`src/rtl/mem_port_arbiter_if.sv`:
```
// Bundle of the CPU fetch port, CPU data port and BRAM-side port
// around the arbiter. The arbiter uses slave; the CPU/memory side uses master.
interface mem_port_arbiter_if #(
   parameter int ADDR_W = 32,
   parameter int DATA_W = 32
);
   logic              i_req;
   logic [ADDR_W-1:0] i_addr;
   logic              i_gnt;
   logic [DATA_W-1:0] i_rdata;
   logic              i_rvalid;

   logic              d_req;
   logic              d_we;
   logic [ADDR_W-1:0] d_addr;
   logic [DATA_W-1:0] d_wdata;
   logic              d_gnt;
   logic [DATA_W-1:0] d_rdata;
   logic              d_rvalid;

   logic              m_en;
   logic              m_we;
   logic [ADDR_W-1:0] m_addr;
   logic [DATA_W-1:0] m_wdata;
   logic [DATA_W-1:0] m_rdata;

   modport slave (
      input  i_req, i_addr, d_req, d_we, d_addr, d_wdata, m_rdata,
      output i_gnt, i_rdata, i_rvalid, d_gnt, d_rdata, d_rvalid,
             m_en, m_we, m_addr, m_wdata
   );

   modport master (
      output i_req, i_addr, d_req, d_we, d_addr, d_wdata, m_rdata,
      input  i_gnt, i_rdata, i_rvalid, d_gnt, d_rdata, d_rvalid,
             m_en, m_we, m_addr, m_wdata
   );
endinterface

```
`src/rtl/mem_port_arbiter.sv`:
```
// Shares one single-ported synchronous memory between the instruction-fetch
// and data ports, one transaction in flight, all outputs registered.
module mem_port_arbiter #(
   parameter int ADDR_W    = 32,
   parameter int DATA_W    = 32,
   parameter int RD_LAT    = 1,
   parameter int DATA_PRIO = 1
) (
   input  logic               aclk,
   input  logic               areset,
   mem_port_arbiter_if.slave  bus
);
   generate
      if (RD_LAT < 1 || RD_LAT > 4) begin : g_bad_rd_lat
         $error("mem_port_arbiter: RD_LAT must be within 1..4");
      end
   endgenerate

   localparam logic [1:0] LAT_INIT = 2'(RD_LAT - 1);

   typedef enum logic [1:0] {IDLE, ISSUE, WAIT, RESP} state_t;

   state_t            state_q, state_d;
   logic [1:0]        lat_q, lat_d;
   logic              win_data_q, win_data_d;
   logic              wr_q, wr_d;
   logic              last_inst_q, last_inst_d;
   logic              m_en_q, m_en_d;
   logic              m_we_q, m_we_d;
   logic [ADDR_W-1:0] m_addr_q, m_addr_d;
   logic [DATA_W-1:0] m_wdata_q, m_wdata_d;
   logic              i_gnt_q, i_gnt_d;
   logic              d_gnt_q, d_gnt_d;
   logic              i_rvalid_q, i_rvalid_d;
   logic              d_rvalid_q, d_rvalid_d;
   logic [DATA_W-1:0] i_rdata_q, i_rdata_d;
   logic [DATA_W-1:0] d_rdata_q, d_rdata_d;
   logic              pick_data;

   always_comb begin
      // Round-robin: on a tie the port that was not granted last wins.
      if (DATA_PRIO != 0) begin
         pick_data = bus.d_req;
      end else begin
         pick_data = bus.d_req && (!bus.i_req || last_inst_q);
      end

      state_d     = state_q;
      lat_d       = lat_q;
      win_data_d  = win_data_q;
      wr_d        = wr_q;
      last_inst_d = last_inst_q;
      m_en_d      = 1'b0;
      m_we_d      = 1'b0;
      m_addr_d    = m_addr_q;
      m_wdata_d   = m_wdata_q;
      i_gnt_d     = 1'b0;
      d_gnt_d     = 1'b0;
      i_rvalid_d  = 1'b0;
      d_rvalid_d  = 1'b0;
      i_rdata_d   = i_rdata_q;
      d_rdata_d   = d_rdata_q;

      case (state_q)
         IDLE: begin
            if (bus.i_req || bus.d_req) begin
               state_d     = ISSUE;
               win_data_d  = pick_data;
               last_inst_d = !pick_data;
               wr_d        = pick_data && bus.d_we;
               m_en_d      = 1'b1;
               m_we_d      = pick_data && bus.d_we;
               m_addr_d    = pick_data ? bus.d_addr : bus.i_addr;
               if (pick_data) begin
                  m_wdata_d = bus.d_wdata;
               end
               d_gnt_d     = pick_data;
               i_gnt_d     = !pick_data;
            end
         end
         ISSUE: begin
            if (wr_q) begin
               state_d = IDLE;
            end else begin
               state_d = WAIT;
               lat_d   = LAT_INIT;
            end
         end
         WAIT: begin
            if (lat_q == 2'd0) begin
               state_d = RESP;
               if (win_data_q) begin
                  d_rdata_d  = bus.m_rdata;
                  d_rvalid_d = 1'b1;
               end else begin
                  i_rdata_d  = bus.m_rdata;
                  i_rvalid_d = 1'b1;
               end
            end else begin
               lat_d = lat_q - 2'd1;
            end
         end
         RESP: begin
            state_d = IDLE;
         end
         default: begin
            state_d = IDLE;
         end
      endcase
   end

   always_ff @(posedge aclk) begin
      if (areset) begin
         state_q     <= IDLE;
         lat_q       <= 2'd0;
         win_data_q  <= 1'b0;
         wr_q        <= 1'b0;
         last_inst_q <= 1'b1;
         m_en_q      <= 1'b0;
         m_we_q      <= 1'b0;
         m_addr_q    <= '0;
         m_wdata_q   <= '0;
         i_gnt_q     <= 1'b0;
         d_gnt_q     <= 1'b0;
         i_rvalid_q  <= 1'b0;
         d_rvalid_q  <= 1'b0;
         i_rdata_q   <= '0;
         d_rdata_q   <= '0;
      end else begin
         state_q     <= state_d;
         lat_q       <= lat_d;
         win_data_q  <= win_data_d;
         wr_q        <= wr_d;
         last_inst_q <= last_inst_d;
         m_en_q      <= m_en_d;
         m_we_q      <= m_we_d;
         m_addr_q    <= m_addr_d;
         m_wdata_q   <= m_wdata_d;
         i_gnt_q     <= i_gnt_d;
         d_gnt_q     <= d_gnt_d;
         i_rvalid_q  <= i_rvalid_d;
         d_rvalid_q  <= d_rvalid_d;
         i_rdata_q   <= i_rdata_d;
         d_rdata_q   <= d_rdata_d;
      end
   end

   assign bus.m_en     = m_en_q;
   assign bus.m_we     = m_we_q;
   assign bus.m_addr   = m_addr_q;
   assign bus.m_wdata  = m_wdata_q;
   assign bus.i_gnt    = i_gnt_q;
   assign bus.d_gnt    = d_gnt_q;
   assign bus.i_rvalid = i_rvalid_q;
   assign bus.d_rvalid = d_rvalid_q;
   assign bus.i_rdata  = i_rdata_q;
   assign bus.d_rdata  = d_rdata_q;
endmodule

```
`src/flat_wrapper.sv`:
```
// flat-port wrapper written by rule: the top's interface ports become plain ports
module mem_port_arbiter_flat 
#(
   parameter int ADDR_W    = 32,
   parameter int DATA_W    = 32,
   parameter int RD_LAT    = 1,
   parameter int DATA_PRIO = 1
)
  (aclk, areset, bus_i_req, bus_i_addr, bus_d_req, bus_d_we, bus_d_addr, bus_d_wdata, bus_m_rdata, bus_i_gnt, bus_i_rdata, bus_i_rvalid, bus_d_gnt, bus_d_rdata, bus_d_rvalid, bus_m_en, bus_m_we, bus_m_addr, bus_m_wdata);
  mem_port_arbiter_if #(.ADDR_W(ADDR_W), .DATA_W(DATA_W)) bus_i ();
  input  logic aclk;
  input  logic areset;
  input wire logic [$bits(bus_i.i_req)-1:0] bus_i_req;
  input wire logic [$bits(bus_i.i_addr)-1:0] bus_i_addr;
  input wire logic [$bits(bus_i.d_req)-1:0] bus_d_req;
  input wire logic [$bits(bus_i.d_we)-1:0] bus_d_we;
  input wire logic [$bits(bus_i.d_addr)-1:0] bus_d_addr;
  input wire logic [$bits(bus_i.d_wdata)-1:0] bus_d_wdata;
  input wire logic [$bits(bus_i.m_rdata)-1:0] bus_m_rdata;
  output wire logic [$bits(bus_i.i_gnt)-1:0] bus_i_gnt;
  output wire logic [$bits(bus_i.i_rdata)-1:0] bus_i_rdata;
  output wire logic [$bits(bus_i.i_rvalid)-1:0] bus_i_rvalid;
  output wire logic [$bits(bus_i.d_gnt)-1:0] bus_d_gnt;
  output wire logic [$bits(bus_i.d_rdata)-1:0] bus_d_rdata;
  output wire logic [$bits(bus_i.d_rvalid)-1:0] bus_d_rvalid;
  output wire logic [$bits(bus_i.m_en)-1:0] bus_m_en;
  output wire logic [$bits(bus_i.m_we)-1:0] bus_m_we;
  output wire logic [$bits(bus_i.m_addr)-1:0] bus_m_addr;
  output wire logic [$bits(bus_i.m_wdata)-1:0] bus_m_wdata;
  assign bus_i.i_req = bus_i_req;
  assign bus_i.i_addr = bus_i_addr;
  assign bus_i.d_req = bus_d_req;
  assign bus_i.d_we = bus_d_we;
  assign bus_i.d_addr = bus_d_addr;
  assign bus_i.d_wdata = bus_d_wdata;
  assign bus_i.m_rdata = bus_m_rdata;
  assign bus_i_gnt = bus_i.i_gnt;
  assign bus_i_rdata = bus_i.i_rdata;
  assign bus_i_rvalid = bus_i.i_rvalid;
  assign bus_d_gnt = bus_i.d_gnt;
  assign bus_d_rdata = bus_i.d_rdata;
  assign bus_d_rvalid = bus_i.d_rvalid;
  assign bus_m_en = bus_i.m_en;
  assign bus_m_we = bus_i.m_we;
  assign bus_m_addr = bus_i.m_addr;
  assign bus_m_wdata = bus_i.m_wdata;
  mem_port_arbiter #(.ADDR_W(ADDR_W), .DATA_W(DATA_W), .RD_LAT(RD_LAT), .DATA_PRIO(DATA_PRIO)) u_core (.aclk(aclk), .areset(areset), .bus(bus_i));
endmodule
```
`config.mk`:
```
export PLATFORM = sky130hd
export DESIGN_NAME = mem_port_arbiter_flat
export DESIGN_NICKNAME = d
export VERILOG_FILES = /design/src/rtl/mem_port_arbiter_if.sv /design/src/rtl/mem_port_arbiter.sv /design/src/flat_wrapper.sv
export SDC_FILE = /design/constraint.sdc
export NUM_CORES = 1
export LEC_CHECK = 0
export ABC_AREA = 1
export CORE_MARGIN = 2
export CORE_UTILIZATION = 38
export CTS_BUF_LIST = sky130_fd_sc_hd__clkbuf_2 sky130_fd_sc_hd__clkbuf_4 sky130_fd_sc_hd__clkbuf_8
export CTS_CLUSTER_SIZE = 16
export DETAILED_ROUTE_END_ITERATION = 8
export PLACE_DENSITY = 0.8
export SETUP_SLACK_MARGIN = 0.4
export SLEW_MARGIN = 40
export SYNTH_ARGS = -nofsm -noshare
export SYNTH_HDL_FRONTEND = slang
export SYNTH_SLANG_ARGS = --single-unit
```
`constraint.sdc`:
```
create_clock -name aclk -period 1.2 [get_ports aclk]
set_input_delay 0.24 -clock aclk [delete_from_list [all_inputs] [get_ports aclk]]
set_output_delay 0.24 -clock aclk [all_outputs]
set_load 0.01 [all_outputs]
```
==> PnR_summary.wiki <==
{| class="wikitable"
! Metric !! Value
|-
| Status || finished, violations left
|-
| Failing checks || setup timing
|-
| Flop2flop setup slack || -90 ps
|-
| Number of antenna-violating nets in the routed design || 0
|-
| DRC Markers || 0
|-
| Largest net degree at the start of global routing || 65
|-
| Maximum net fanout on the critical path || 11
|-
| Die ar. || 15400 um2
|-
| Maximum single-stage delay on the critical path || 330 ps
|-
| Cell variety after synth || 24
|-
| Post-synthesis instance total || 730
|-
| Die Width || 124 um
|-
| Number of cells traversed by the worst hold path || 4
|-
| CP Class || reg -> reg
|-
| Average instance area after synthesis || 7.49 um2
|-
| Cell chosen for the clock root || sky130_fd_sc_hd__clkbuf_8
|-
| Site row count || 43
|-
| Fraction of power consumed by combinational cells || 30.6%
|-
| Number of diodes || 0
|-
| Clock Skews || 11.3 ps
|-
| Synth Net Count || 868
|-
| Critical Path Sink Type || flop
|-
| Port Buf Inserts || 266
|-
| Clock tree from TritonCTS || built
|-
| Instance area at placement || 8480 um2
|-
| Clock-pin transition on the worst setup and hold timing paths || 80 ps
|-
| Sink of the worst hold path || u_core.bus.i_gnt$_SDFF_PP0_
|-
| Setup violation total in the final timing report || 98
|-
| Routed via count || 5788
|-
| Top library cells by usage in the layout, fill and taps aside || 177 x sky130_fd_sc_hd__nor2_1, 133 x sky130_fd_sc_hd__dfxtp_2, 131 x sky130_fd_sc_hd__clkdlybuf4s50_1, 131 x sky130_fd_sc_hd__buf_6, 80 x sky130_fd_sc_hd__o21ai_0
|-
| Post-layout util || 68.7%
|-
| Post-layout minimum cycle time || 1290 ps
|-
| Pleak || 0.00413 uW
|-
| Share of total power consumed by net switching || 30.6%
|-
| Congestion Overflow GR || 0
|-
| Data required time at the worst endpoint || 1550 ps
|-
| WL/cell || 15.0 um
|-
| Overall routed net length || 17900 um
|-
| IR Drop Worst-Case VDD || 733 uV
|-
| Power density of the placed cells || 1470 nW/um2
|-
| Antenna violations before repair || 0
|-
| Placer congestion estimate || 0.827
|-
| Unrepaired setup endpoints after global routing || true
|-
| Worst-case setup margin in the final layout || -91.8 ps
|-
| Power share of the clock group || 28.3%
|-
| Slew at the pin closest to its max-slew limit || 345 ps
|-
| Critical path buffer and inverter count || 3
|-
| Core region area || 14000 um2
|-
| Reg power frac || 41.1%
|-
| Area grow syn2layout || 75.9%
|-
| Number of iterations in the first detailed-routing pass || 5
|-
| Critical register-to-register path startpoint || u_core.lat_q[0]$_SDFFE_PP0P_
|-
| Hold buffers post-CTS || 0
|-
| Later-pin clock latency in the skew report || 460 ps
|-
| Post-DR vias/cell || 4.84
|-
| Number of sinks on the clock net || 140
|-
| Arrival time at the worst endpoint || 1640 ps
|-
| GRT Resource Usage Total || 22.1%
|-
| Yosys warns || 0
|-
| Final count of hold timing violations || 0
|-
| Net switching power figure || 4330 uW
|-
| Global-route wire length before repair || 26400 um
|-
| Sequential fraction of the synthesis area || 51.3%
|-
| Via count of the first global-routing pass || 5521
|-
| Critical-path cell list || inv_2 > ha_4 > nand2_4 > nor2_4 > inv_4 > clkbuf_16 > nor2_2 > nor2_1
|-
| Number of H-tree levels || 4
|-
| Number of storage elements in the synthesis netlist || 140
|-
| Startpoint kind of the worst setup timing path || flop
|-
| Worst rel slew slack || 77.0%
|-
| Maximum clock insertion buffer count || 2
|-
| Final Cycle Share || 108%
|-
| Worst reg-to-reg path cell count || 8
|-
| Slew Limit Fails || 0
|-
| Top cell family by delay on the critical path || simple AND/OR/NAND/NOR gates
|-
| Worst min-delay path class || in -> reg
|-
| Number of clock buffers inserted by TritonCTS || 17
|-
| HP Start || bus_d_req
|-
| Timing-limited maximum frequency || 774 MHz
|-
| Vertical extent of the die || 124 um
|-
| Internal power component || 9840 uW
|-
| Cell with the largest stage delay on the worst path || sky130_fd_sc_hd__dfxtp_2
|-
| Initial core utilization || 39.1%
|-
| Fraction of layout cells with a size suffix above 1 || 40.5%
|-
| Max-Cap Viols || 0
|-
| Final #Nets || 1141
|-
| Most common library cell in the layout ignoring fill and taps || sky130_fd_sc_hd__nor2_1
|-
| Netlist area before placement || 5470 um2
|-
| Final hold slack || 302 ps
|-
| Number of design-rule violations left by the first detailed-router iteration || 307
|-
| Crit Reg-Reg Endpoint || u_core.bus.i_rdata[5]$_SDFFE_PP0P_
|-
| Post-route standard cell area excluding fillers || 9610 um2
|-
| Detailed Place HPWL || 11800 um
|-
| I/O pin count || 267
|}
==> worst register-to-register path: cells and delay by family (launching register included) <==
family	cells	cell delay [ps]
simple gates	4	380
buf+inv	3	330
flops	1	330
fa+ha+maj	1	150
==> state kept, by name (all words and copies together), names as in the netlist, named ones only <==
| signal | count |
|---|---|
| u_core.bus.i_rvalid | 1 |
| u_core.bus.m_addr | 32 |
| u_core.state_q | 1 |
| u_core.bus.d_rdata | 32 |
| u_core.lat_q | 2 |
| u_core.wr_q | 1 |
| u_core.win_data_q | 1 |
| u_core.bus.d_rvalid | 1 |
| u_core.bus.m_en | 1 |
| u_core.bus.i_gnt | 1 |
| u_core.bus.m_wdata | 32 |
| u_core.bus.d_gnt | 1 |
| u_core.bus.m_we | 1 |
| u_core.bus.i_rdata | 32 |
==> final cells by class <==
cell class	instances	area (um2)
sequential	140	2970
timing repair buffer	304	3360
clock buffer	20	269
tap	180	225
clock inverter	11	144
fill	1099	4380
multi-input combinational	492	2440
inverter	48	210
==> stage by stage <==
step                      instances  power, uW  worst slack [ps]  TNS (ps)
after floorplan                 730       7520              20.8         0
after global placement         1156       9520              -237    -17530
after detailed placement       1156       9570              -266    -19360
after CTS                      1191      14000             -54.9     -1380
after global routing           1195      14900              -168    -13520
final                          1195      14200             -91.8     -3900
==> cell usage after synthesis <==
cell type | number | area share (%)
sky130_fd_sc_hd__nor2_1 | 202 | 14
sky130_fd_sc_hd__dfxtp_1 | 140 | 51
sky130_fd_sc_hd__o21ai_0 | 113 | 10
sky130_fd_sc_hd__nand2_1 | 78 | 5.4
sky130_fd_sc_hd__inv_1 | 44 | 3.0
sky130_fd_sc_hd__nand3_1 | 35 | 3.2
sky130_fd_sc_hd__a21oi_1 | 34 | 3.1
sky130_fd_sc_hd__buf_2 | 20 | 1.8
sky130_fd_sc_hd__o21ai_1 | 18 | 1.6
sky130_fd_sc_hd__clkbuf_1 | 14 | 0.96
sky130_fd_sc_hd__buf_6 | 7 | 1.4
sky130_fd_sc_hd__buf_4 | 5 | 0.69
sky130_fd_sc_hd__ha_1 | 5 | 1.1
sky130_fd_sc_hd__clkbuf_2 | 3 | 0.27
sky130_fd_sc_hd__inv_2 | 2 | 0.14
sky130_fd_sc_hd__nor2_4 | 2 | 0.41
sky130_fd_sc_hd__buf_1 | 1 | 0.069
sky130_fd_sc_hd__clkinv_2 | 1 | 0.091
sky130_fd_sc_hd__inv_4 | 1 | 0.11
sky130_fd_sc_hd__nand2_2 | 1 | 0.11
sky130_fd_sc_hd__nand2_4 | 1 | 0.21
sky130_fd_sc_hd__nand4_1 | 1 | 0.11
sky130_fd_sc_hd__nor2_8 | 1 | 0.37
sky130_fd_sc_hd__nor3_2 | 1 | 0.18
==> worst max path at each step <==
stage / from / endpoint / slack [ps] / cells past startpoint
finish: u_core.lat_q[0]$_SDFFE_PP0P_ / u_core.bus.i_rdata[5]$_SDFFE_PP0P_ / -90 / 8
global route: u_core.state_q[0]$_SDFFE_PP0P_ / u_core.bus.i_rdata[29]$_SDFFE_PP0P_ / -170 / 8
CTS: u_core.state_q[0]$_SDFFE_PP0P_ / u_core.bus.i_rdata[19]$_SDFFE_PP0P_ / -50 / 8
detailed placement: bus_i_req / u_core.bus.m_addr[20]$_SDFFE_PP0P_ / -270 / 6
global placement: bus_i_req / u_core.bus.m_addr[3]$_SDFFE_PP0P_ / -240 / 6
floorplan: u_core.state_q[0]$_SDFFE_PP0P_ / u_core.bus.i_rdata[10]$_SDFFE_PP0P_ / 20 / 8
==> what timing repair did <==
| item | CTS | global route |
|---|---|---|
| gates cloned | 1 | 3 |
| resized for setup | 821 | 89 |
| setup buffers | 3 | 1 |
| pin swaps | 2 | 3 |
| setup endpoints to repair | 274 | 274 |
==> power by group through the flow <==
| stage | Sequential (uW) | Combinational, uW | Clock [uW] |
|---|---|---|---|
| after detailed placement | 5660 | 3910 | 0 |
| after global placement | 5650 | 3870 | 0 |
| after global routing | 5890 | 4720 | 4280 |
| final | 5820 | 4340 | 4010 |
| after CTS | 5790 | 4090 | 4060 |
| after floorplan | 5920 | 1600 | 0 |
==> cells by family (layout without fill, tap and decap cells) <==
logic type	after synthesis	count (layout)	share of synthesized area, %
and+or+nand+nor	322	322	23.8
AOI/OAI and AO/OA	165	165	15.1
DFF	140	140	51.3
buffers and inverters	98	383	8.63
adders and majority gates	5	5	1.14
==> routing by layer <==
metal / up-vias / part of all wire, % / global-route usage (%)
li1: 2884 / - / -
met1: 2640 / 38 / 24.4
met2: 219 / 50 / 37.9
met3: 45 / 8.3 / 7.23
met4: 0 / 3.4 / 11.0
met5: - / 0 / 0
Power figures use the tool's default switching activity.
